## src/rtl/ps2_mouse_decoder.sv

```systemverilog
// Receive-only PS/2 mouse front end: filters the PS/2 clock, deserialises 11-bit frames and
// assembles 3-byte stream packets into deltas, buttons and dead-zoned left/right move levels.
module ps2_mouse_decoder #(
    parameter int FILTER_LEN     = 8,
    parameter int TIMEOUT_CYCLES = 100000,
    parameter int DEADZONE       = 4
) (
    input  logic       iClk,
    input  logic       iReset,
    input  logic       iPs2Clk,
    input  logic       iPs2Data,
    output logic       oPacketValid,
    output logic [8:0] oDx,
    output logic [8:0] oDy,
    output logic       oBtnL,
    output logic       oBtnR,
    output logic       oDerecha,
    output logic       oIzquierda,
    output logic       oFrameError
);

    localparam int FW = $clog2(FILTER_LEN + 1);
    localparam int TW = $clog2(TIMEOUT_CYCLES + 1);
    localparam logic [FW-1:0] FILT_LAST = FW'(FILTER_LEN - 1);
    localparam logic [TW-1:0] TO_LAST   = TW'(TIMEOUT_CYCLES - 1);
    localparam logic signed [8:0] DZ_POS = 9'(DEADZONE);
    localparam logic signed [8:0] DZ_NEG = -DZ_POS;

    typedef enum logic [1:0] {
        IDLE   = 2'd0,
        DATA   = 2'd1,
        PARITY = 2'd2,
        STOP   = 2'd3
    } bitState_t;

    // Synchronisers and clock filter
    logic          clkMeta, clkSync, dataMeta, dataSync;
    logic          filtClk;
    logic [FW-1:0] filtCnt;
    logic          filtFlip;
    logic          fallEdge;

    // Bit FSM
    bitState_t     state, stateNext;
    logic [2:0]    bitCnt, bitCntNext;
    logic [7:0]    shiftReg, shiftNext;
    logic          parityBit, parityNext;
    logic [TW-1:0] toCnt, toCntNext;
    logic          timeout;
    logic          byteOk;
    logic          stopFail;

    // Packet assembler
    logic [1:0]    byteIdx, byteIdxNext;
    logic [7:0]    byte0Reg, byte0Next;
    logic [7:0]    byte1Reg, byte1Next;
    logic          validNext, errNext;
    logic [8:0]    dxNext, dyNext;
    logic          btnLNext, btnRNext, derNext, izqNext;

    // The filtered level flips on the FILTER_LEN-th consecutive differing sample.
    assign filtFlip = (clkSync != filtClk) && (filtCnt == FILT_LAST);
    assign fallEdge = filtFlip && filtClk;

    always_comb begin
        stateNext  = state;
        bitCntNext = bitCnt;
        shiftNext  = shiftReg;
        parityNext = parityBit;
        toCntNext  = toCnt;
        timeout    = 1'b0;
        byteOk     = 1'b0;
        stopFail   = 1'b0;

        if (state == IDLE || fallEdge) begin
            toCntNext = '0;
        end else if (toCnt == TO_LAST) begin
            timeout   = 1'b1;
            toCntNext = '0;
        end else begin
            toCntNext = toCnt + 1'b1;
        end

        if (timeout) begin
            stateNext = IDLE;
        end else if (fallEdge) begin
            case (state)
                IDLE: begin
                    if (!dataSync) begin
                        stateNext  = DATA;
                        bitCntNext = 3'd0;
                    end
                end
                DATA: begin
                    shiftNext  = {dataSync, shiftReg[7:1]};
                    bitCntNext = bitCnt + 3'd1;
                    if (bitCnt == 3'd7) begin
                        stateNext = PARITY;
                    end
                end
                PARITY: begin
                    parityNext = dataSync;
                    stateNext  = STOP;
                end
                STOP: begin
                    if (dataSync && (^{shiftReg, parityBit})) begin
                        byteOk = 1'b1;
                    end else begin
                        stopFail = 1'b1;
                    end
                    stateNext = IDLE;
                end
                default: stateNext = IDLE;
            endcase
        end
    end

    always_comb begin
        byteIdxNext = byteIdx;
        byte0Next   = byte0Reg;
        byte1Next   = byte1Reg;
        validNext   = 1'b0;
        errNext     = 1'b0;
        dxNext      = oDx;
        dyNext      = oDy;
        btnLNext    = oBtnL;
        btnRNext    = oBtnR;
        derNext     = oDerecha;
        izqNext     = oIzquierda;

        if (timeout || stopFail) begin
            errNext     = 1'b1;
            byteIdxNext = 2'd0;
        end else if (byteOk) begin
            case (byteIdx)
                2'd0: begin
                    // Bit 3 is always set in a header byte; anything else means we are out of step.
                    if (shiftReg[3]) begin
                        byte0Next   = shiftReg;
                        byteIdxNext = 2'd1;
                    end else begin
                        errNext = 1'b1;
                    end
                end
                2'd1: begin
                    byte1Next   = shiftReg;
                    byteIdxNext = 2'd2;
                end
                default: begin
                    byteIdxNext = 2'd0;
                    validNext   = 1'b1;
                    btnLNext    = byte0Reg[0];
                    btnRNext    = byte0Reg[1];
                    if (byte0Reg[6]) begin
                        dxNext = byte0Reg[4] ? 9'h100 : 9'h0FF;
                    end else begin
                        dxNext = {byte0Reg[4], byte1Reg};
                    end
                    if (byte0Reg[7]) begin
                        dyNext = byte0Reg[5] ? 9'h100 : 9'h0FF;
                    end else begin
                        dyNext = {byte0Reg[5], shiftReg};
                    end
                    derNext = $signed(dxNext) > DZ_POS;
                    izqNext = $signed(dxNext) < DZ_NEG;
                end
            endcase
        end
    end

    always_ff @(posedge iClk) begin
        if (iReset) begin
            clkMeta      <= 1'b1;
            clkSync      <= 1'b1;
            dataMeta     <= 1'b1;
            dataSync     <= 1'b1;
            filtClk      <= 1'b1;
            filtCnt      <= '0;
            state        <= IDLE;
            bitCnt       <= 3'd0;
            shiftReg     <= 8'd0;
            parityBit    <= 1'b0;
            toCnt        <= '0;
            byteIdx      <= 2'd0;
            byte0Reg     <= 8'd0;
            byte1Reg     <= 8'd0;
            oPacketValid <= 1'b0;
            oFrameError  <= 1'b0;
            oDx          <= 9'd0;
            oDy          <= 9'd0;
            oBtnL        <= 1'b0;
            oBtnR        <= 1'b0;
            oDerecha     <= 1'b0;
            oIzquierda   <= 1'b0;
        end else begin
            clkMeta  <= iPs2Clk;
            clkSync  <= clkMeta;
            dataMeta <= iPs2Data;
            dataSync <= dataMeta;

            if (clkSync == filtClk || filtFlip) begin
                filtCnt <= '0;
            end else begin
                filtCnt <= filtCnt + 1'b1;
            end
            if (filtFlip) begin
                filtClk <= ~filtClk;
            end

            state        <= stateNext;
            bitCnt       <= bitCntNext;
            shiftReg     <= shiftNext;
            parityBit    <= parityNext;
            toCnt        <= toCntNext;
            byteIdx      <= byteIdxNext;
            byte0Reg     <= byte0Next;
            byte1Reg     <= byte1Next;
            oPacketValid <= validNext;
            oFrameError  <= errNext;
            oDx          <= dxNext;
            oDy          <= dyNext;
            oBtnL        <= btnLNext;
            oBtnR        <= btnRNext;
            oDerecha     <= derNext;
            oIzquierda   <= izqNext;
        end
    end

endmodule
```

## config.mk

```make
export PLATFORM = sky130hd
export DESIGN_NAME = ps2_mouse_decoder
export DESIGN_NICKNAME = d
export VERILOG_FILES = /design/src/rtl/ps2_mouse_decoder.sv
export SDC_FILE = /design/constraint.sdc
export NUM_CORES = 1
export LEC_CHECK = 0
export BUFFER_PORTS_ARGS = -buffer_cell sky130_fd_sc_hd__buf_4
export CAP_MARGIN = 5
export CELL_PAD_IN_SITES_DETAIL_PLACEMENT = 1
export CELL_PAD_IN_SITES_GLOBAL_PLACEMENT = 1
export CORE_MARGIN = 2
export CORE_UTILIZATION = 45
export CTS_CLUSTER_DIAMETER = 40
export DETAILED_ROUTE_END_ITERATION = 6
export PLACE_DENSITY = 0.84
export SLEW_MARGIN = 20
export SYNTH_ARGS = -nofsm -noshare
export SYNTH_HDL_FRONTEND = slang
export SYNTH_SLANG_ARGS = --single-unit
```

## constraint.sdc

```tcl
create_clock -name iClk -period 2.1 [get_ports iClk]
set_input_delay 0.315 -clock iClk [delete_from_list [all_inputs] [get_ports iClk]]
set_output_delay 0.315 -clock iClk [all_outputs]
set_load 0.01 [all_outputs]
```

### After elaboration in Yosys (flattened, before gate mapping)

Cells that the tools add are included.

| cells by class | value |
|---|---|
| add/sub/neg operators | 3 |
| magnitude comparators | 2 |
| equal/unequal tests | 12 |
| multiplexer cells | 29 |
| bitwise gates (word level) | 5 |
| reduce and logical (&&, ||, !) cells | 24 |

Operators with widths:

| kind | count |
|---|---|
| 9-bit 2-to-1 mux | 7 |
| 17-bit by 1-bit adder with 17-bit output, second input constant | 1 |
| 17-bit equality test, second input constant | 1 |
| 1-bit 2-to-1 mux | 15 |
| 3-bit AND reduction | 5 |
| 9-bit by 4-bit greater-than comparator with 1-bit output, second input constant | 1 |
| 9-bit by 3-bit < comparator with 1-bit output, second input constant | 1 |
| 9-bit XOR reduction | 1 |
| 2-bit one-hot mux with 4 select lines | 1 |
| 4-bit AND reduction | 2 |
| 2-bit OR reduction | 4 |
| 2-bit 2-to-1 mux | 3 |
| 2-bit != test, second input constant | 3 |
| 3-bit one-hot mux with 2 select lines | 1 |
| 3-bit OR reduction | 2 |
| 1-bit NOT | 5 |
| 4-bit by 1-bit adder with 4-bit output, second input constant | 1 |
| 2-bit by 1-bit equality test with 1-bit output, second input constant | 2 |
| 2-bit equality test, second input constant | 2 |
| 4-bit by 3-bit equality test with 1-bit output, second input constant | 1 |
| 2-bit logical NOT | 2 |
| 2-bit one-hot mux with 2 select lines | 1 |
| 3-bit by 1-bit adder with 3-bit output, second input constant | 1 |
| 3-bit equality test, second input constant | 1 |
| other kinds (7) | 11 |

| word-level totals | value |
|---|---|
| bits in registers | 82 |
| input bits | 4 |
| output and inout port bits | 24 |
| logic and storage cells | 97 |

### Logic depth before layout (Yosys ltp)

| depth | value |
|---|---|
| depth after elaboration | 9 |
| gate-level depth with buffers | 8 |
| mapped depth without buffers | 6 |

### Worst setup path before layout

No wires, ideal clock.

| path | value |
|---|---|
| path kind | register to register |
| start | register filtCnt[0] |
| end | register toCnt[10] |
| library setup time | 0.128 ns |
| arrival time | 1.771 ns |
| data required time | 1.972 ns |
| path slack | 0.201 ns |
| stages on the path, launching flop included | 8 |
| buffers on the path | 2 |
| period minus slack after synthesis | 1.899 ns |
| cells stage by stage | dfxtp_1 ha_1 nand3b_1 nor3b_2 or4_1 clkbuf_1 clkbuf_1 nor2_1 |

| between the ends | value |
|---|---|
| longest elaborated chain between the ends | 5 |

RTL lines:

| item | RTL line | RTL |
|---|---|---|
| from (decl) | 39 | `logic [FW-1:0] filtCnt;` |
| from (signal assigned) | 204 | `filtCnt <= filtCnt + 1'b1;` |
| 4-bit by 3-bit equality test with 1-bit output | 62 | `assign filtFlip = (clkSync != filtClk) && (filtCnt == FILT_LAST);` |
| 1-bit logical AND | 62 |  |
| 1-bit logical AND | 63 | `assign fallEdge = filtFlip && filtClk;` |
| 1-bit logical OR | 75 | `if (state == IDLE \|\| fallEdge) begin` |
| 3-bit OR reduction (no line) | n/a |  |
| to (signal assigned) | 214 | `toCnt <= toCntNext;` |
| to (decl) | 48 | `logic [TW-1:0] toCnt, toCntNext;` |

No other way between the ends.
A chain may end at the register's enable or synchronous reset.

### Worst setup path after layout

| path | value |
|---|---|
| start | register shiftReg[1] |
| end | register oDy[0] |

| between the ends | value |
|---|---|
| longest elaborated chain between the ends | 9 |
| elaborated cells between the ends (all ways) | 13 |
| classes of those cells | mux (8); bitwise (1); reduce/logical (4) |

RTL lines:

| item | RTL line | RTL |
|---|---|---|
| from (decl) | 46 | `logic [7:0] shiftReg, shiftNext;` |
| from (signal assigned) | 212 | `shiftReg <= shiftNext;` |
| 9-bit XOR reduction * | 106 | `if (dataSync && (^{shiftReg, parityBit})) begin` |
| 1-bit logical AND * | 106 |  |
| 1-bit 2-to-1 mux | 106 |  |
| 1-bit 2-to-1 mux | 87 | `case (state)` |
| 1-bit 2-to-1 mux | 86 | `end else if (fallEdge) begin` |
| 1-bit 2-to-1 mux | 84 | `if (timeout) begin` |
| 1-bit logical OR | 131 | `if (timeout \|\| stopFail) begin` |
| 1-bit NOT (no line) | n/a |  |
| 3-bit AND reduction (no line) * | n/a |  |
| to (signal assigned) | 221 | `oDy <= dyNext;` |
| to (decl) | 14 | `output logic [8:0] oDy,` |

Mark *: on every way between the ends. The rest lies on a longest branch, timed or not.

==> impl_results.md <==
- Die Wd: 91.87 um
- Final Hold Fails: 0
- Reg clk slew, reported paths: 90 ps
- Core area: 0.007607 mm^2
- Initial drt markers: around 160
- Register share of total power: 57.9%
- Placer Congestion: 0.8114
- Final Non-Filler Cells: 535
- Kind of cell adding the most delay to the critical path: XOR/XNOR gates
- R2R depth: 6
- First-pass GRT wire length: 14810 um
- Cell area after synthesis: 0.003475 mm^2
- I/O Buffers: 27
- Syn Area/Cell: 8.841 um^2
- IO Pins: 28
- Most frequent cells in the layout: 78 x dfxtp_1, 45 x buf_4, 43 x nor2_1
- Setup crit start: shiftReg[1]$_SDFFE_PP0P_
- Fill cell count: 915
- CTS buffer count: 9
- Setup CP Type: flip-flop to flip-flop
- Post-DR wirelength/cell: 16.47 um
- Yosys reg bits: 80
- Largest area contributor in the netlist: dfxtp_1
- Share of power burned in the clock network: 40.8%
- Ys async rst share: 0%
- Die area: ~0.0084 mm^2
- Hold depth: 2
- Die H: 91.87 um
- R2R Setup Slk: 40 ps
- Final core utilization: a little over half
- Total Routing Usage GR: 22.07%
- Worst setup EP type: flip-flop
- Worst Skew: 12.74 ps
- Count of cell types in the netlist: 46
- Adder-Cell Fraction of Synth Area: under 10%
- CTS sink count: 80
- Detailed placer's ending HPWL: 5850 um
- Post-Place Cells: 517
- Worst Hold End: dataMeta$_SDFF_PP1_
- Root buf cell: clkbuf_8
- Largest family of logic cells by synthesized area: simple AND/OR/NAND/NOR gates
- Vias per cell: 5.564
- Clock Latency Late Sink: approximately 360 ps
- Vias: 2977
- DRT Pass-1 Iters: 4
- Post-synth EDFFs: 0
- Routed WL: 8813 um
- Comb power frac: 1.3%
- Initial Util: 45.67%
- Std cell rows: 32
- Slew Viols, Final: 0
- Worst EP required: roughly 2400 ps
- TritonCTS clock tree: yes
- Setup WS pre-CTS: -50.50 ps
- Fmax achieved: 485.9 MHz
- Final period utilization: 97.99%
- Psw: 0.6274 mW
- Global route overflow: 0
- Worst slew pin tran: 564.1 ps
- Multi-input logic area: 0.001772 mm^2
- YS warnings: 0
- Min-delay worst type: primary input to flip-flop
- H-tree levels: 3
- Switching part of the total: 23.83%
- Register area share after synthesis: 46.09%
- Initial antenna violation count: 0
- Final ANT Viol Nets: 0
- Power Dens Cells: around 650 mW/mm^2
- R2r startpoint: shiftReg[1]$_SDFFE_PP0P_
- Crit path setup slack, layout: 42.16 ps
- Peak supply drop: 0.0003547 V
- CP Data Arrival Time: between 2000 and 2500 ps
- Top FF cell, synth: dfxtp_1
- FF+latch area: around 0.0016 mm^2
- Layout area overhead: 17.14%
- Slowest stage cell, crit path: xnor3_2
- Hold path start: iPs2Data
- Final min period: 2058 ps
- Compound-gate portion of the synthesized area: 14.66%
- Simple logic cell fraction of the synthesized area: 21.64%
- Synth Instances: 393
- Max-slew headroom: roughly 62%
- Worst path bufs/invs: 1
- ANT cells: 0
- Share of layout cells above drive strength 1: 18.24%
- Most common cell after layout, fill and taps aside: dfxtp_1
- Mux cell area share after synthesis: 4.069%
- Startpoint types: flip-flop
- FF-to-FF End: oDy[0]$_SDFFE_PP0P_
- Max cap viols: 0
- Slowest stage delay, CP: 510 ps
- Clock Tree Buf Depth: 2
- Largest cells by area after synthesis: dfxtp_1 46%, a21oi_1 5.5%, o21ai_0 4.9%
- Largest net degree at the start of global routing: 40
- Syn Nets: 405
- Internal: 2.005 mW
- Top cell type's share of synthesized area: approximately 46%
- CP cell instances: xor2_1 > xnor3_2 > mux2i_4 > buf_4 > or4_1 > o21ai_0
- Vias in the first global route: 3060
- DRC violations left: 0
- Leakage: 1.503 nW
- Critical-path maximum fanout: 5
- Setup_tns: 0 ps
- XOR/XNOR Fraction of Synth Area: 6.842%
- Nets@finish: 440
- Setup violators final: 0
- Status: complete, no violations
==> worst reg2reg max path, stage by stage (launching register included) <==
cell     delay, ps
dfxtp_2        350
xor2_1         160
xnor3_2        510
mux2i_4        230
buf_4          150
or4_1          480
o21ai_0         90
==> area by class of cell <==
type / count / share of cell area, %
multi-input combinational: 284 / 43.53
sequential: 80 / 39.41
timing repair buffer: 46 / 8.669
clock buffer: 10 / 3.381
tap: 102 / 3.136
clock inverter: 6 / 1.230
inverter: 7 / 0.6456
==> worst max-delay path by stage <==
| stage | to | slack [ps] | cells past startpoint |
|---|---|---|---|
| after global routing | oDy[0]$_SDFFE_PP0P_ | -20 | 7 |
| after global placement | oDx[5]$_SDFFE_PP0P_ | 110 | 5 |
| after floorplan | toCnt[10]$_SDFF_PP0_ | 200 | 7 |
| final | oDy[0]$_SDFFE_PP0P_ | 40 | 6 |
| after CTS | oDy[0]$_SDFFE_PP0P_ | 10 | 6 |
| after detailed placement | oDy[0]$_SDFFE_PP0P_ | -50 | 5 |
==> logic make-up after synthesis <==
| family | count (synthesis) |
|---|---|
| adder cells (fa/ha/maj) | 8 |
| AND/OR/NAND/NOR | 146 |
| multiplexers | 14 |
| XOR/XNOR | 24 |
| flip-flops | 80 |
| buffers and inverters | 29 |
| AO/OA/AOI/OAI | 92 |
==> metal layers <==
| layer | global-route usage [%] | routed length (um) | up-vias |
|---|---|---|---|
| met1 | 26.47 | 3941 | 1432 |
| met5 | 0 | 0 | - |
| met4 | 8.333 | 198 | 0 |
| met3 | 4.684 | 368 | 20 |
| li1 | - | - | 1461 |
| met2 | 38.73 | 4305 | 64 |
==> stage by stage <==
stage          hold WS [ps]  cell area [um^2]  power, mW
2_1_floorplan         389.5              3475      1.582
3_3_place_gp          392.1              3830      1.592
3_5_place_dp          401.9              3830      1.594
4_1_cts               119.0              4055      2.671
5_1_grt               128.0              4070      2.738
6_report              138.7              4070      2.632
==> synthesized netlist by cell type, drive strengths merged (5+ instances only) <==
library cell  instances
dfxtp                80
nor2                 44
a21oi                38
o21ai                36
nand3                32
nand2                18
clkbuf               15
xor2                 14
mux2i                13
nand2b               12
a211oi                9
ha                    8
or4                   8
xnor2                 8
buf                   7
inv                   7
nor3                  5
or2                   5
==> power by group through the flow <==
stage	registers [mW]	logic, mW	clock network [mW]
after global routing	1.52	0.0390	1.18
final	1.52	0.0348	1.07
after global placement	1.56	0.0340	0
after detailed placement	1.56	0.0349	0
after floorplan	1.56	0.0244	0
after CTS	1.52	0.0351	1.11
==> what timing repair did <==
action | CTS | global route
gates resized for setup | 4 | 7
setup endpoints to repair | 15 | 36
hold buffers | 0 | 0
pin swaps | 2 | 2
setup buffers | 2 | 0
==> sequential cells by signal (all words and copies together) (netlist names), 2 cells and up <==
register,cells
toCnt,17
filtCnt,4
byte1Reg,8
shiftReg,8
state,2
byteIdx,2
oDy,9
byte0Reg,6
bitCnt,3
oDx,9
Note: power is estimated with default switching activity, not from simulation.
